<file path="src/rtl/instr_rom.sv">
`default_nettype none
// ============================================================================
// Module   : instr_rom
// Purpose  : Read-only instruction memory for the single-cycle CPU fetch
//            unit. 32 words x 32 bits, word addressed (byte PC[6:2]).
//            Combinational read path plus a registered copy of the word.
// Ports    : clock   in   1   system clock, rising edge
//            reset   in   1   asynchronous, active-high reset
//            addr    in   AW  word address
//            data    out  DW  instruction at addr, combinational
//            data_q  out  DW  data captured on the rising clock edge
// Revision : 1.0  initial release
// ============================================================================
module instr_rom #(
  parameter int AW = 5,
  parameter int DW = 32
) (
  input  logic          clock,
  input  logic          reset,
  input  logic [AW-1:0] addr,
  output logic [DW-1:0] data,
  output logic [DW-1:0] data_q
);

  localparam int DEPTH = 2 ** AW;

  // Fixed program image. Words not listed read as zero.
  function automatic logic [DW-1:0] rom_word(input int idx);
    logic [DW-1:0] w;
    w = '0;
    case (idx)
      0:  w = 32'h8C01_0000; // lw  $1,0($0)
      1:  w = 32'h8C02_0004; // lw  $2,4($0)
      2:  w = 32'h0022_1820; // add $3,$1,$2
      3:  w = 32'h0022_2022; // sub $4,$1,$2
      4:  w = 32'h0022_2824; // and $5,$1,$2
      5:  w = 32'h0022_3025; // or  $6,$1,$2
      6:  w = 32'h0022_382A; // slt $7,$1,$2
      7:  w = 32'hAC03_0008; // sw  $3,8($0)
      8:  w = 32'h1021_0001; // beq $1,$1,+1
      9:  w = 32'h0000_0000; // nop (skipped)
      10: w = 32'h0800_0001; // j   +1 -> w12
      11: w = 32'h0000_0000; // nop (skipped)
      12: w = 32'h03E0_0008; // jr  $31
      default: w = '0;
    endcase
    return w;
  endfunction

  // The table is expanded into a constant array and read by indexing, so an
  // unknown address yields an unknown word in 4-state simulation instead of
  // silently aliasing to the default entry.
  logic [DW-1:0] rom [DEPTH];

  for (genvar i = 0; i < DEPTH; i++) begin : g_rom
    assign rom[i] = rom_word(i);
  end

  assign data = rom[addr];

  always_ff @(posedge clock or posedge reset) begin
    if (reset) begin
      data_q <= '0;
    end else begin
      data_q <= data;
    end
  end

endmodule
`default_nettype wire

</file>
<file path="config.mk">
export PLATFORM = sky130hd
export DESIGN_NAME = instr_rom
export DESIGN_NICKNAME = d
export VERILOG_FILES = /design/src/rtl/instr_rom.sv
export SDC_FILE = /design/constraint.sdc
export NUM_CORES = 1
export LEC_CHECK = 0
export CAP_MARGIN = 5
export CORE_AREA = 8 8 62 64
export CTS_BUF_LIST = sky130_fd_sc_hd__clkbuf_4 sky130_fd_sc_hd__clkbuf_8
export DETAILED_ROUTE_END_ITERATION = 10
export DIE_AREA = 0 0 70 72
export PLACE_DENSITY = 0.78
export SLEW_MARGIN = 10
export SYNTH_ARGS = -nofsm -noshare
export SYNTH_HDL_FRONTEND = slang
export SYNTH_SLANG_ARGS = --single-unit
export TNS_END_PERCENT = 20
</file>
<file path="constraint.sdc">
create_clock -name clock -period 1.2 [get_ports clock]
set_input_delay 0.12 -clock clock [delete_from_list [all_inputs] [get_ports clock]]
set_output_delay 0.12 -clock clock [all_outputs]
set_load 0.01 [all_outputs]
</file>
## Word level (Yosys, flattened, before mapping)

Memory sizes are Yosys's and may differ from the RTL's.
Index checks and enable logic that the tools add are counted.

| word-level totals | value |
|---|---|
| register bits after elaboration | 32 |
| latch bits | 0 |
| bits in writable memories | 0 |
| ROM bits | 1024 |
| input port bits | 7 |
| output and inout bits | 64 |
| logic and storage cells | 6 |
| memories | 1 |

Memory list:

| memory | words | bits a word | rd ports | clocked after memory_dff | write ports | line | RTL |
|---|---|---|---|---|---|---|---|
| (no name shown) | 32 | 32 | 1 | 0 | 0 | 59 | `assign data = rom[addr];` |

| cells by class | value |
|---|---|
| add/subtract/negate cells | 0 |
| multiply operators | 0 |
| divide/modulo/power cells | 0 |
| $lt $le $gt $ge | 1 |
| equality and inequality tests | 0 |
| shift operators | 0 |
| multiplexer cells | 2 |
| bitwise gates (word level) | 1 |
| reduce and logical (&&, ||, !) cells | 0 |

Operators by type and width:

| kind | count |
|---|---|
| $mux W32 | 2 |
| $ge A6 B6 Y1 const B | 1 |
| $not A5 Y6 | 1 |

## Depth between registers and ports, before layout

| logic depth | value |
|---|---|
| depth in word-level cells | 4 |
| gate-level depth with buffers | 5 |
| depth with buffers taken out | 4 |

## Worst setup path after synthesis

OpenSTA, ideal clock, no wires.

| timing | value |
|---|---|
| path kind | input -> output |
| start point | input port addr[0] |
| end point | output port data[23] |
| data arrival time | 0.994 ns |
| data required time | 1.080 ns |
| path slack | 0.086 ns |
| cell stages on the path | 5 |
| buffers on the path | 1 |
| path through | inv_1 > ha_1 > nand2_1 > nor2_1 > buf_4 |

| on the way | value |
|---|---|
| word-level cells in the longest chain between the ends | 4 |

Ends and longest elaborated chain:

| element | line | RTL |
|---|---|---|
| start, declared | 20 | `input logic [AW-1:0] addr,` |
| $not A5 Y6 (implied by the code) | 59 |  |
| $mem_v2 Z32 W32 | n/a |  |
| $mux W32 (implied by the code) (2 in a row) | 59 |  |
| end, declared | 21 | `output logic [DW-1:0] data,` |

No other way between the ends. The select of a mux whose other input is x is not followed.

## Final worst setup path

| timing | value |
|---|---|
| start point | input port addr[3] |
| end point | output port data[16] |

The elaborated chain is that of the path after synthesis.

==> flow_metrics.env <==
export IMPL_status="finished clean"
export IMPL_place_congestion=0.923
export IMPL_grt_pass1_vias=902
export IMPL_path_cells="buf_2 > buf_6 > buf_4 > nand3b_1 > a21oi_2 > buf_2"
export IMPL_track_usage_pct=10.9
export IMPL_whs_ns=0.0498
export IMPL_powerDensity_nw_per_um2=857
export IMPL_hold_path_class="in2reg"
export IMPL_cpPeakStageDelay_ns=0.20
export IMPL_fp_row_count=20
export IMPL_clkPwrFrac_pct=28.7
export IMPL_drt_initial_drc_count=14
export IMPL_seqPwrFrac_pct=45.0
export IMPL_grt_start_max_net_pins=17
export IMPL_post_route_period_util_pct=97.5
export IMPL_worst_setup_path_end_kind="output pin"
export IMPL_overflow=0
export IMPL_syn_area_um2=937
export IMPL_max_freq_mhz=855
export IMPL_vdd_drop_max_uv=594
export IMPL_antenna_left=0
export IMPL_cts_buffers=3
export IMPL_rsz0062_at_grt="true"
export IMPL_worstPathArrival_ns=1.05
export IMPL_slowest_stage="nand3b_1"
export IMPL_drive_above_1_share_pct=47.7
export IMPL_drv_cap=0
export IMPL_cts_num_sinks=16
export IMPL_io_pins=71
export IMPL_ys_seq_area_share_pct=42.7
export IMPL_swShare_pct=29.7
export IMPL_htreeDepth=1
export IMPL_drv_slew=0
export IMPL_dp_cells=175
export IMPL_largest_register_ffs=16
export IMPL_die_area_um2=5040
export IMPL_critPathMostFrequentCell="buf_2"
export IMPL_crit_fanout=4
export IMPL_antenna_cells=0
export IMPL_synth_top_area_cell="dfrtp_1"
export IMPL_wl_per_cell_um=14.9
export IMPL_p_int_w=0.000879
export IMPL_ys_ff_latch=16
export IMPL_synthCells=94
export IMPL_drc_errors=0
export IMPL_start_util_pct=32.3
export IMPL_nets=162
export IMPL_criticalPathCategory="in2out"
export IMPL_setup_viol=0
export IMPL_final_hold_violation_count=0
export IMPL_combPwrFrac_pct=26.2
export IMPL_clockBufferDepth=2
export IMPL_viasPerCell=4.24
export IMPL_io_buffers=46
export IMPL_die_w_um=70
export IMPL_crit_required_ns=1.08
export IMPL_fin_setup_tns_ns=0
export IMPL_area_growth_pct=55.8
export IMPL_die_y_um=72
export IMPL_totalWireLength_mm=2.72
export IMPL_reg_top3="data_q (16)"
export IMPL_ys_types=22
export IMPL_cts_reportedPaths_clkPinSlew_ns=0.09
export IMPL_largest_register="data_q"
export IMPL_vias=772
export IMPL_first_pass_iters=4
export IMPL_period_needed_ns=1.17
export IMPL_switchingPower_w=0.000372
export IMPL_cts_hold_buf=0
export IMPL_coreArea_um2=2900
export IMPL_yosysWarnings=0
export IMPL_antenna_found_initial=0
export IMPL_dp_final_hpwl_mm=2.11
export IMPL_grt_pass1_wl_mm=4.48
export IMPL_cts_tree="done"
export IMPL_start_kind="input port"
export IMPL_synth_area_top_cells="dfrtp_1 43%, buf_4 26%, ha_1 6.7%"
export IMPL_yosysTopAreaCellShare_pct=42.7
export IMPL_syn_avg_cell_area_um2=9.97
export IMPL_cts_root_buf="clkbuf_4"
export IMPL_leakagePower_nw=0.830
export IMPL_final_cells=182
synthesized netlist by cell type, drive strengths merged:
cell,number
nand2b,2
buf,34
dfrtp,16
nand3,1
nor2,9
a21oi,7
or2,1
a21o,1
conb,1
nand3b,2
nand2,4
nor3b,1
ha,5
mux2i,2
o22ai,2
nor3,1
inv,4
or2b,1
critical path: cells and delay by family:
| family | cells | cell delay, ns |
|---|---|---|
| AO/OA/AOI/OAI | 1 | 0.19 |
| buffers and inverters | 4 | 0.54 |
| AND/OR/NAND/NOR | 1 | 0.20 |
metal layers:
metal / global-route usage [%] / vias up / share of wire (%)
met1: 11.3 / 361 / 37
met3: 4.64 / 3 / 11
met4: 5.13 / 0 / 1.4
li1: - / 349 / -
met5: 0 / - / 0
met2: 18.6 / 59 / 50
logic make-up after synthesis:
logic type               share of synthesized area [%]
AO/OA/AOI/OAI                                     7.34
flip-flops                                        42.7
adder cells (fa/ha/maj)                           6.68
AND/OR/NAND/NOR                                   11.7
other                                            0.400
multiplexers                                      2.14
buffers and inverters                             29.0
final cells by class:
type / count / area [um2]
Tap cell: 33 / 41.3
Clock buffer: 4 / 36.3
Inverter: 4 / 17.5
Multi-Input combinational cell: 63 / 475
Fill cell: 263 / 1440
Timing Repair Buffer: 62 / 489
Sequential cell: 16 / 400
timing repair:
| item | CTS | global route |
|---|---|---|
| gates resized for setup | 144 | 10 |
| setup endpoints to repair | 40 | 16 |
| pin swaps | 6 | 2 |
| setup buffers | 2 | 1 |
layout by cell type (no fill, tap or decap), types with 2 or more instances in the layout:
cell	instances
mux2i_1	2
nand2_1	2
nor2_2	4
dlygate4sd2_1	21
ha_1	2
clkdlybuf4s15_2	3
clkbuf_4	4
buf_4	12
buf_6	7
nand3b_1	2
a21oi_4	2
inv_2	2
buf_2	16
a21oi_2	4
dfrtp_1	16
conb_1	24
o22ai_2	2
nor2_4	2
ha_4	2
nor2_1	3
worst paths after layout:
kind / startpoint / to / slack [ns] / cells after the start
max in group asynchronous: reset / data_q[29] / 0.92 / 3
min in group asynchronous: reset / data_q[1] / 0.11 / 3
setup / recovery: addr[3] / data[16] / 0.03 / 6
hold / removal: addr[4] / data_q[0] / 0.05 / 2
metrics by stage:
step | cell area, um2 | util, % | total power [W] | worst slack [ns]
6_report | 1460 | 50.3 | 0.00125 | 0.0298
2_1_floorplan | 1020 | - | 0.000779 | 0.0860
4_1_cts | 1450 | 50.0 | 0.00123 | -0.0846
3_5_place_dp | 1370 | 47.1 | 0.000883 | -0.900
5_1_grt | 1460 | 50.3 | 0.00131 | -0.00297
3_3_place_gp | 1370 | 47.1 | 0.000876 | -0.793
power groups by stage:
stage	registers, W	clock network, W	logic (W)
after global routing	0.000567	0.000391	0.000356
after floorplan	0.000587	0	0.000191
after global placement	0.000575	0	0.000301
after CTS	0.000564	0.000351	0.000316
after detailed placement	0.000576	0	0.000306
final	0.000563	0.000359	0.000328
No activity file was read; power rests on OpenSTA's default activity.
